===== src/rtl/seg_pkg.sv =====
// Shared definitions for the multiplexed 7-segment scanner.
package seg_pkg;

    localparam int MAX_DIGITS = 8;

    // Every digit dark (the select lines are active-low).
    localparam logic [MAX_DIGITS-1:0] BLANK_ALL = '1;

    // Leading-zero blank mask.
    // Bit i is set when nibble i and every nibble above it, up to 'digits', are zero.
    // Digit 0 is never blanked, so a value of zero still shows a single "0".
    function automatic logic [MAX_DIGITS-1:0] lz_blank_mask(
        input logic [4*MAX_DIGITS-1:0] v,
        input int                      digits
    );
        logic [MAX_DIGITS-1:0] mask;
        logic                  seen;
        mask = BLANK_ALL;
        seen = 1'b0;
        for (int i = MAX_DIGITS - 1; i >= 0; i--) begin
            if (i < digits) begin
                if (v[4*i +: 4] != 4'h0) begin
                    seen = 1'b1;
                end
                mask[i] = ~seen & (i != 0);
            end
        end
        return mask;
    endfunction

endpackage


===== src/rtl/seg_tick_gen.sv =====
// Slot prescaler: counts 0..CLK_DIV-1. It flags the last cycle of a slot
// and the dead-time window at the start of a slot.
module seg_tick_gen #(
    parameter int CLK_DIV = 50000,
    parameter int DEAD    = 16
) (
    input  logic                       clk,
    input  logic                       rst_n,
    output logic [$clog2(CLK_DIV)-1:0] cnt,
    output logic                       tick,
    output logic                       in_dead
);

    localparam int CW = $clog2(CLK_DIV);

    logic [CW-1:0] cnt_q;
    logic [CW-1:0] cnt_d;

    assign tick    = (cnt_q == CW'(CLK_DIV - 1));
    assign in_dead = (cnt_q < CW'(DEAD));
    assign cnt     = cnt_q;

    // Next count: wrap to zero on the last cycle of the slot.
    always_comb begin
        cnt_d = tick ? '0 : cnt_q + CW'(1);
    end

    // Prescaler register.
    always_ff @(posedge clk or negedge rst_n) begin
        if (!rst_n) begin
            cnt_q <= '0;
        end else begin
            cnt_q <= cnt_d;
        end
    end

endmodule


===== src/rtl/seg_scan.sv =====
// Multiplexed 7-segment scanner. It drives one nibble at a time to the
// downstream hex decoder and the matching active-low digit select, with a
// dead-time guard and leading-zero blanking. New values take effect only at
// frame boundaries.
module seg_scan
    import seg_pkg::*;
#(
    parameter int DIGITS  = 4,
    parameter int CLK_DIV = 50000,
    parameter int DEAD    = 16
) (
    input  logic                clk,
    input  logic                rst_n,
    input  logic                load,
    input  logic [4*DIGITS-1:0] value,
    output logic [3:0]          bin_data,
    output logic [DIGITS-1:0]   dig_sel,
    output logic                frame_done
);

    localparam int CW = $clog2(CLK_DIV);
    localparam int IW = (DIGITS > 1) ? $clog2(DIGITS) : 1;
    localparam int VW = 4 * DIGITS;
    localparam int PW = 4 * MAX_DIGITS;

    localparam logic [CW-1:0] DEAD_LAST = (DEAD == 0) ? '0 : CW'(DEAD - 1);
    localparam logic [IW-1:0] IDX_LAST  = IW'(DIGITS - 1);

    logic [CW-1:0] cnt;
    logic          tick;
    logic          in_dead;

    logic [IW-1:0] idx_q,     idx_d;
    logic [VW-1:0] pending_q, pending_d;
    logic          pend_v_q,  pend_v_d;
    logic [VW-1:0] shadow_q,  shadow_d;

    logic [3:0]        bin_data_q,   bin_data_d;
    logic [DIGITS-1:0] dig_sel_q,    dig_sel_d;
    logic              frame_done_q, frame_done_d;

    logic              boundary;
    logic              dead_d;
    logic [DIGITS-1:0] blank_d;

    seg_tick_gen #(
        .CLK_DIV (CLK_DIV),
        .DEAD    (DEAD)
    ) u_tick (
        .clk     (clk),
        .rst_n   (rst_n),
        .cnt     (cnt),
        .tick    (tick),
        .in_dead (in_dead)
    );

    // Next state: digit index, the staged value and the frame-boundary swap into the shadow register.
    always_comb begin
        boundary = tick && (idx_q == IDX_LAST);

        idx_d = idx_q;
        if (tick) begin
            idx_d = boundary ? '0 : idx_q + IW'(1);
        end

        pending_d = load ? value : pending_q;

        pend_v_d = pend_v_q;
        if (boundary) begin
            pend_v_d = 1'b0;
        end else if (load) begin
            pend_v_d = 1'b1;
        end

        // A load on the boundary cycle itself bypasses the staging register.
        shadow_d = shadow_q;
        if (boundary) begin
            if (load) begin
                shadow_d = value;
            end else if (pend_v_q) begin
                shadow_d = pending_q;
            end
        end

        // Dead window for the next count. Once out of it we stay out until the wrap.
        dead_d = tick ? (DEAD != 0) : (in_dead && (cnt != DEAD_LAST));
    end

    // Output decode from next state, so the registered outputs line up with the counter.
    always_comb begin
        blank_d      = DIGITS'(lz_blank_mask(PW'(shadow_d), DIGITS));
        bin_data_d   = 4'h0;
        dig_sel_d    = DIGITS'(BLANK_ALL);
        frame_done_d = boundary;
        for (int i = 0; i < DIGITS; i++) begin
            if (idx_d == IW'(i)) begin
                bin_data_d = shadow_d[4*i +: 4];
                if (!dead_d && !blank_d[i]) begin
                    dig_sel_d[i] = 1'b0;
                end
            end
        end
    end

    // State and output registers. Reset drops any staged value.
    always_ff @(posedge clk or negedge rst_n) begin
        if (!rst_n) begin
            idx_q        <= '0;
            pending_q    <= '0;
            pend_v_q     <= 1'b0;
            shadow_q     <= '0;
            bin_data_q   <= 4'h0;
            dig_sel_q    <= DIGITS'(BLANK_ALL);
            frame_done_q <= 1'b0;
        end else begin
            idx_q        <= idx_d;
            pending_q    <= pending_d;
            pend_v_q     <= pend_v_d;
            shadow_q     <= shadow_d;
            bin_data_q   <= bin_data_d;
            dig_sel_q    <= dig_sel_d;
            frame_done_q <= frame_done_d;
        end
    end

    assign bin_data   = bin_data_q;
    assign dig_sel    = dig_sel_q;
    assign frame_done = frame_done_q;

endmodule


===== config.mk =====
export PLATFORM = sky130hd
export DESIGN_NAME = seg_scan
export DESIGN_NICKNAME = d
export VERILOG_FILES = /design/src/rtl/seg_pkg.sv /design/src/rtl/seg_tick_gen.sv /design/src/rtl/seg_scan.sv
export SDC_FILE = /design/constraint.sdc
export NUM_CORES = 1
export LEC_CHECK = 0
export CAP_MARGIN = 20
export CELL_PAD_IN_SITES_DETAIL_PLACEMENT = 0
export CELL_PAD_IN_SITES_GLOBAL_PLACEMENT = 1
export CORE_ASPECT_RATIO = 0.8
export CORE_UTILIZATION = 41
export DETAILED_ROUTE_END_ITERATION = 10
export PLACE_DENSITY = 0.77
export SLEW_MARGIN = 20
export SYNTH_ARGS = -nofsm -noshare
export SYNTH_HDL_FRONTEND = slang
export SYNTH_SLANG_ARGS = --single-unit

===== constraint.sdc =====
create_clock -name clk -period 2.2 [get_ports clk]
set_input_delay 0.33 -clock clk [delete_from_list [all_inputs] [get_ports clk]]
set_output_delay 0.33 -clock clk [all_outputs]
set_load 0.02 [all_outputs]

# Yosys cells after proc, flatten, opt, wreduce, memory -nomap -nowiden
# Cells that the tools add are included.
# op_classes
eq_ne	6
muxes	24
n_mul	0
n_addsub	2
div	0
n_reduce_logical	11
n_shift	0
magnitude_cmp	1
n_bitwise	0
# ops
operator	n
two-way mux 16 bit	4
adder 16 x 1 -> 16 bit, second input constant	1
== test 16 bit, second input constant	1
< comparator 16 x 5 -> 1 bit, second input constant	1
two-way mux 4 bit	4
!= test 16 x 4 -> 1 bit, second input constant	1
two-way mux 1 bit	14
nonzero test 4 bit	3
== test 2 bit, second input constant	3
logical AND 1 bit	5
two-way mux 2 bit	2
adder 2 x 1 -> 2 bit, second input constant	1
== test 2 x 1 -> 1 bit, second input constant	1
zero test 2 bit	1
nonzero test 2 bit	1
zero test 1 bit	1
# totals
register_bits	60
ramBits	0
out_inout_bits	9
n_memories	0
latch_bits	0
rom_bits	0

# Longest topological paths before layout
# Gate-level depths: netlist (run 1).
# depth
word_depth	10
depth_mapped	10

# Hierarchy
# A second synthesis (run 1) with hierarchy kept.
# hier_totals
hier_cells	195
hier_area_um2	2562.5
# by_module_without_submodules
mod	area_each_um2	instances	cells_per_inst	seq_area_each_um2
seg_scan	1794.2	1	123	1106.1
seg_tick_gen	768.2	1	72	400.4

# Least setup slack after synthesis (run 1)
# OpenSTA, ideal clock, no wires.
# synth_timing
kind	register -> register
from	reg u_tick.cnt_q[0], in the netlist u_tick.cnt[0]
to	reg bin_data_q[1], in the netlist bin_data[1]
n_path_buf	2
t_arrival_ns	2.145
setup_slack_ns	-0.071
stages_incl_launch_ff	10
cell_sequence	dfrtp_1 ha_1 and4_4 and4_1 buf_6 and3b_1 buf_6 mux2_4 a22o_1 a221o_1
# synth_via
word_cells_on_any_way	13
classes_between	eq/ne: 4; mux: 7; reduce/logical: 2
# synth_lines
item	line	text
from (decl)	seg_tick_gen.sv:16	logic [CW-1:0] cnt_q;
from (signal assigned)	seg_tick_gen.sv:33	cnt_q <= cnt_d;
== test 16 bit	seg_tick_gen.sv:19	assign tick = (cnt_q == CW'(CLK_DIV - 1));
logical AND 1 bit	seg_scan.sv:59	boundary = tick && (idx_q == IDX_LAST);
two-way mux 16 bit	seg_scan.sv:77	if (boundary) begin
named net shadow_d[5]	seg_scan.sv:36	logic [VW-1:0] shadow_q, shadow_d;
two-way mux 4 bit (3 in series)	seg_scan.sv:96	if (idx_d == IW'(i)) begin
named net bin_data_d[1]	seg_scan.sv:38	logic [3:0] bin_data_q, bin_data_d;
to (signal assigned)	seg_scan.sv:120	bin_data_q <= bin_data_d;
to (decl)	seg_scan.sv:38	
# The timed path passes the listed nets, and every way through them passes these cells.
# A chain may end at the register's enable or synchronous reset.

# Worst setup path after layout (run 1)
# layout_timing
from	reg u_tick.cnt_q[13], in the netlist u_tick.cnt[13]
to	reg bin_data_q[0], in the netlist bin_data[0]
# layout_via
word_cells_on_any_way	13
classes_between	eq/ne: 4; mux: 7; reduce/logical: 2
# layout_lines
item	line
== test 16 bit	seg_tick_gen.sv:19
logical AND 1 bit	seg_scan.sv:59
two-way mux 16 bit	seg_scan.sv:77
named net shadow_d[8]	seg_scan.sv:36
two-way mux 4 bit (2 in series)	seg_scan.sv:96
named net bin_data_d[0]	seg_scan.sv:38
# The timed path passes the listed nets, and every way through them passes these cells.

==> results of run 1 <==
## kinds of logic (layout without fill, tap and decap cells)
family	after synthesis	after routing	synth area share, %
xor gates and xnor gates	14	14	4.67
adders and majority gates	2	2	0.952
muxes	33	33	15.2
DFF	60	60	57.3
and+or+nand+nor	77	77	16.0
buffers and inverters	6	85	2.05
AOI/OAI and AO/OA	14	14	3.76
## layout by cell type (no fill, tap or decap), drive strengths merged, types with 2 or more instances in the layout
master	instances
dfrtp	56
buf	41
mux2	32
clkdlybuf4s50	26
nor2	21
nand3	14
clkbuf	14
xor2	10
nand2	10
and3	6
nor3	6
nor4	5
xnor2	4
dfstp	4
and2	4
a21oi	3
clkinv	3
and4	3
a22oi	3
or4	3
or3	2
a22o	2
a221o	2
o21ai	2
ha	2
## final cells by class
class,instances,share of cell area (%)
well taps,81,2.90
multi-input cells,140,31.9
clock buffers,13,3.97
clock inverters,3,0.430
flip-flops and latches,60,43.1
repair buffers,68,17.6
inverters,1,0.107
## state kept, by name, indices dropped and copies added, names as in the netlist
register    cells
idx_q           2
frame_done      1
pend_v_q        1
dig_sel         4
pending_q      16
u_tick.cnt     16
bin_data        4
shadow_q       16
## how the worst max path moves through the flow
stage,from,to,slack (ps),cells past startpoint
after floorplan,u_tick.cnt[0],bin_data[1],-30,9
after global placement,load,bin_data[0],-80,6
after detailed placement,load,bin_data[1],-100,6
after CTS,u_tick.cnt[1],bin_data[0],-20,8
after global routing,u_tick.cnt[13],bin_data[0],-120,7
final,u_tick.cnt[13],bin_data[0],-20,7
## metrics by stage
stage / setup TNS, ps / hold slack (ps) / setup WS (ps) / std cells / total power (W)
finish: -16.0 / -1.32 / -16.0 / 366 / 0.00208
global route: -193 / 32.1 / -122 / 366 / 0.00216
CTS: -41.1 / 10.2 / -20.7 / 362 / 0.00211
detailed placement: -295 / 377 / -95.2 / 344 / 0.00129
global placement: -284 / 376 / -80.1 / 344 / 0.00129
floorplan: -65.7 / 34.4 / -32.8 / 206 / 0.00121
## routing by layer
| metal | up-vias | part of all wire, % |
|---|---|---|
| met2 | 45 | 41 |
| met4 | 0 | 1.6 |
| met1 | 905 | 53 |
| met5 | - | 0 |
| met3 | 9 | 4.7 |
| li1 | 890 | - |
## power groups by stage
stage	combinational (W)	sequential [W]	clock (W)
after CTS	0.000126	0.00114	0.000839
after floorplan	0.0000475	0.00116	0
after global routing	0.000136	0.00115	0.000880
final	0.000123	0.00115	0.000816
after global placement	0.000125	0.00116	0
after detailed placement	0.000125	0.00117	0
## worst max-delay path, delay by kind of cell (launching register included)
family | cells | cell delay, ps
AOI/OAI and AO/OA | 2 | 480
DFF | 1 | 410
and+or+nand+nor | 3 | 760
muxes | 1 | 310
buffers and inverters | 1 | 140
## what timing repair did
action | 4_1_cts | 5_1_grt
endpoints found under the hold margin | 0 | 0
gates resized for setup | 2 | 9
pin swaps | 0 | 6
setup buffers | 2 | 3
setup endpoints to repair | 4 | 4
cloned | 0 | 1
==> impl_metrics.ini, run 1 <==
[grt]
grtUsageMet2_pct = 25.2
antenna_found_initial = 0
use_met1_pct = 27.8
grt.busiest_layer = met1
grt_pass1_wl_um = 9210
grt_use_met3_pct = 6.31
grt_max_degree = 28
grt_usage_pct = 18.8
gr-total-overflow = 0
grt_pass1_vias = 1801

[detailed_routing]
ant_nets = 0
viasPerCell = 5.05
wl_per_cell_um = 15.4
wl_um = 5650
num_vias = 1849
first_pass_iters = 5
drc = 0
drtIter0Drc = 136

[sta]
rsz0062_at_grt = true
max_freq_mhz = 451
worst_slew_pin_slew_ps = 599
maxSlewViolCount = 0
setup_ws_ps = -16.0
holdWs_ps = -1.32
fin_crit_sh_pct = 101
max-slew-margin-rel_pct = 60.1
min_period_ps = 2220
finalSetupViolations = 1
clock_skew_ps = 8.07
finalHoldViolCount = 2

[pwr]
p_sw_share_pct = 23.1
power_density_nw_per_um2 = 596
power_frac_comb_pct = 5.9
power.leakage_nw = 1.64
ir_worst_vdd_v = 0.000388
internal_power_w = 0.00160
pwr-share-seq_pct = 54.9
pwr-share-clk_pct = 39.1
p_sw_w = 0.000482

[cells_and_area]
multi_input_area_sq_um = 1110
drive_gt1_share_pct = 36.5
fillers = 495
final_area_sq_um = 3490
antenna_cells = 0
area_delta_synth_final_pct = 33.0
final_nets = 301
final_core_util_pct = 57.9
seq_area_sq_um = 1510

[critical_path]
cp-end-kind = flip-flop
slowest_delay_ps = 410
critPathArrivalTime_ps = 2430
reg2reg_to = bin_data[0]
critPathKind = reg -> reg
r2r_slack_ps = -20
crit_slowest_cell = dfrtp_1
path_cells = nor4_2 > and4_1 > and3b_2 > buf_12 > mux2_4 > a22o_1 > a221o_1
ff2ff_path_depth = 7
cp-start-kind = flip-flop
crit_required_ps = 2420
critical_path_peak_fanout = 7
r2r_start = u_tick.cnt[13]

[synth]
synthTopCellsByArea = dfrtp_1 (53%), mux2_2 (8.6%), mux2_4 (4.6%)
yosysWarnings = 0
synth_top_area_share_pct = 53.3
yosys.cell_types.count = 41
syn_avg_cell_area_sq_um = 12.8
yosysSeqAreaShare_pct = 57.3
ys_async_sr_fraction_pct = 100
synth.most_common_cell = dfrtp_1
ys_seq_elements = 60
syn-instance-count = 206
netlist_area_sq_um = 2630
synth-main-ff-cell = dfrtp_1
synth_commonest_cells = dfrtp_1 (56), nor2_1 (21), mux2_2 (20)
syn_nets = 227
yosys.area.top_type = dfrtp_1
synth_edf_count = 0

[floorplanning]
core_sq_um = 6040
die_h_um = 73.6
start_util_pct = 43.5
fp.dieW_um = 91.5
pin_count = 28
dieArea_sq_um = 6730
rows = 25

[hold_path]
hp-class = in -> async

[place]
port_buffers = 27
routabilityCongestion = 0.787
dp_hpwl_um = 4050
placed_cell_area_sq_um = 3230

[status]
violations = negative hold slack, negative setup slack
status = finished with violations

[cts]
numCtsBuffers = 9
clock_path_buffers = 2
path_clk_slew_ps = 70
cts_num_sinks = 60
root_buffer = clkbuf_8
cts_tree = yes
htreeDepth = 3
clkLatencyLatePin_ps = 340
cts_hold_buf = 0

[job]
cap_violations = 0
Note: power is estimated with default switching activity, not from simulation.
==> run 2, diff against run 1 <==
--- a/config.mk
+++ b/config.mk
@@ -9,10 +9,12 @@
 export CELL_PAD_IN_SITES_DETAIL_PLACEMENT = 0
 export CELL_PAD_IN_SITES_GLOBAL_PLACEMENT = 1
 export CORE_ASPECT_RATIO = 0.8
-export CORE_UTILIZATION = 41
+export CORE_UTILIZATION = 46
+export CTS_CLUSTER_SIZE = 20
 export DETAILED_ROUTE_END_ITERATION = 10
-export PLACE_DENSITY = 0.77
-export SLEW_MARGIN = 20
+export DONT_BUFFER_PORTS = 1
+export PLACE_DENSITY = 0.76
+export SLEW_MARGIN = 10
 export SYNTH_ARGS = -nofsm -noshare
 export SYNTH_HDL_FRONTEND = slang
 export SYNTH_SLANG_ARGS = --single-unit
==> impl_metrics.ini, run 2 (synthesis results as in run 1) <==
[cells_and_area]
drive_gt1_share_pct = 42.1
seq_area_sq_um = 1510
fillers = 442
multi_input_area_sq_um = 1150
final_area_sq_um = 3300
final_common_cell = dfrtp_1
final_core_util_pct = 60.5
final_nets = 270
area_delta_synth_final_pct = 25.8
antenna_cells = 0
layout_common_cells = dfrtp_1 (56), buf_4 (31), nor2_1 (20)

[critical_path]
critPathKind = reg -> reg
cp.depth = 8
crit_top_cell = and4_4
crit_slowest_cell = dfrtp_1
critPathArrivalTime_ps = 2450
cp-end-kind = flip-flop
crit_required_ps = 2410
cp-start-kind = flip-flop
reg2reg_to = bin_data[1]
crit_path_end = bin_data[1]
slowest_delay_ps = 360
r2r_slack_ps = -40
path_cells = ha_2 > and4_4 > and4_4 > and3b_2 > buf_12 > mux2_4 > a22o_1 > a221o_1
r2r_start = u_tick.cnt[0]
crit_buf_inv = 1
critical_path_peak_fanout = 8
critPathTopFamily = simple AND/OR/NAND/NOR gates
ff2ff_path_depth = 8
critPathLaunch = u_tick.cnt[0]

[floorplanning]
rows = 24
fp.dieW_um = 86.5
start_util_pct = 48.1
pin_count = 28
die_h_um = 69.6
dieArea_sq_um = 6020
core_sq_um = 5470

[sta]
worst_slew_pin_slew_ps = 433
min_period_ps = 2240
clock_skew_ps = 6.41
finalSetupViolations = 3
fin_crit_sh_pct = 102
setup_ws_ps = -38.4
max-slew-margin-rel_pct = 71.0
setup_tns_ps = -84.2
maxSlewViolCount = 0
max_freq_mhz = 447
rsz0062_at_grt = true
finalHoldViolCount = 0

[detailed_routing]
drtIter0Drc = 139
first_pass_iters = 4
wl_um = 5580
num_vias = 1761
wl_per_cell_um = 16.8
drc = 0
viasPerCell = 5.30
ant_nets = 0

[pwr]
p_sw_w = 0.000466
pwr-share-clk_pct = 46.6
ir_worst_vdd_v = 0.000480
power.leakage_nw = 1.56
power_frac_comb_pct = 3.6
p_sw_share_pct = 20.3
power_density_nw_per_um2 = 696
internal_power_w = 0.00183
pwr-share-seq_pct = 49.8

[cts]
cts_num_sinks = 60
numCtsBuffers = 9
htreeDepth = 3
root_buffer = clkbuf_8
path_clk_slew_ps = 60
clock_path_buffers = 2
clkLatencyLatePin_ps = 330
cts_tree = yes

[job]
cap_violations = 0

[grt]
grt_pass1_vias = 1846
grt_pass1_wl_um = 9000
grt_usage_pct = 20.4
antenna_found_initial = 0
grt_max_degree = 61
gr-total-overflow = 0

[place]
dpl_worst_slack_ps = -76.4
routabilityCongestion = 0.842
dp_hpwl_um = 3880
placed_cell_area_sq_um = 2890
port_buffers = 0

[hold_path]
hp-class = in -> reg
hold_depth = 1

[status]
status = finished with violations
violations = negative setup slack
-- run 2: cell count changes in the layout (fill, tap and decap cells not counted), moves of 2 or more --
cell,change
clkdlybuf4s50_1,-26
buf_4,-7
clkbuf_1,-3
buf_6,+2
bufinv_16,+2
mux2_1,-2
mux2_4,+2
-- run 2: layout make-up --
class | count | share of cell area, %
Timing Repair Buffer | 37 | 10.1
Inverter | 1 | 0.114
Sequential cell | 60 | 45.6
Clock buffer | 11 | 4.28
Multi-Input combinational cell | 140 | 34.7
Tap cell | 78 | 2.95
Clock inverter | 5 | 2.27
-- run 2: timing repair --
item                       4_1_cts  5_1_grt
pin swaps                        2        8
setup buffers                    3        5
hold endpoints to repair        60        0
setup endpoints to repair        5        7
hold buffers                     2        0
gates resized for setup          4       18
-- run 2: worst min path at each step --
stage	start	endpoint	slack, ps
after global placement	rst_n	u_tick.cnt[0]	40
after detailed placement	rst_n	u_tick.cnt[0]	40
final	value[1]	pending_q[1]	170
after CTS	value[14]	pending_q[14]	150
after global routing	value[14]	pending_q[14]	150
after floorplan	rst_n	bin_data[0]	30
-- run 2: routing by layer --
layer	wire length (um)	part of all wire [%]	global-route usage [%]
met1	2600	47	27.8
met3	353	6.3	7.86
met2	2540	45	30.3
met5	0	0	0
met4	90	1.6	6.30
-- run 2: power by group through the flow --
| stage | Sequential (W) | Clock, W | Combinational [W] |
|---|---|---|---|
| floorplan | 0.00116 | 0 | 0.0000475 |
| global placement | 0.00116 | 0 | 0.0000527 |
| detailed placement | 0.00117 | 0 | 0.0000542 |
| CTS | 0.00115 | 0.00110 | 0.0000836 |
| global route | 0.00115 | 0.00115 | 0.0000928 |
| finish | 0.00115 | 0.00107 | 0.0000835 |
-- run 2: metrics by stage --
stage / power [W] / std cells / hold slack [ps]
finish: 0.00230 / 332 / 165
global route: 0.00239 / 332 / 149
CTS: 0.00233 / 327 / 148
detailed placement: 0.00122 / 306 / 36.1
global placement: 0.00122 / 306 / 36.6
floorplan: 0.00121 / 206 / 34.4
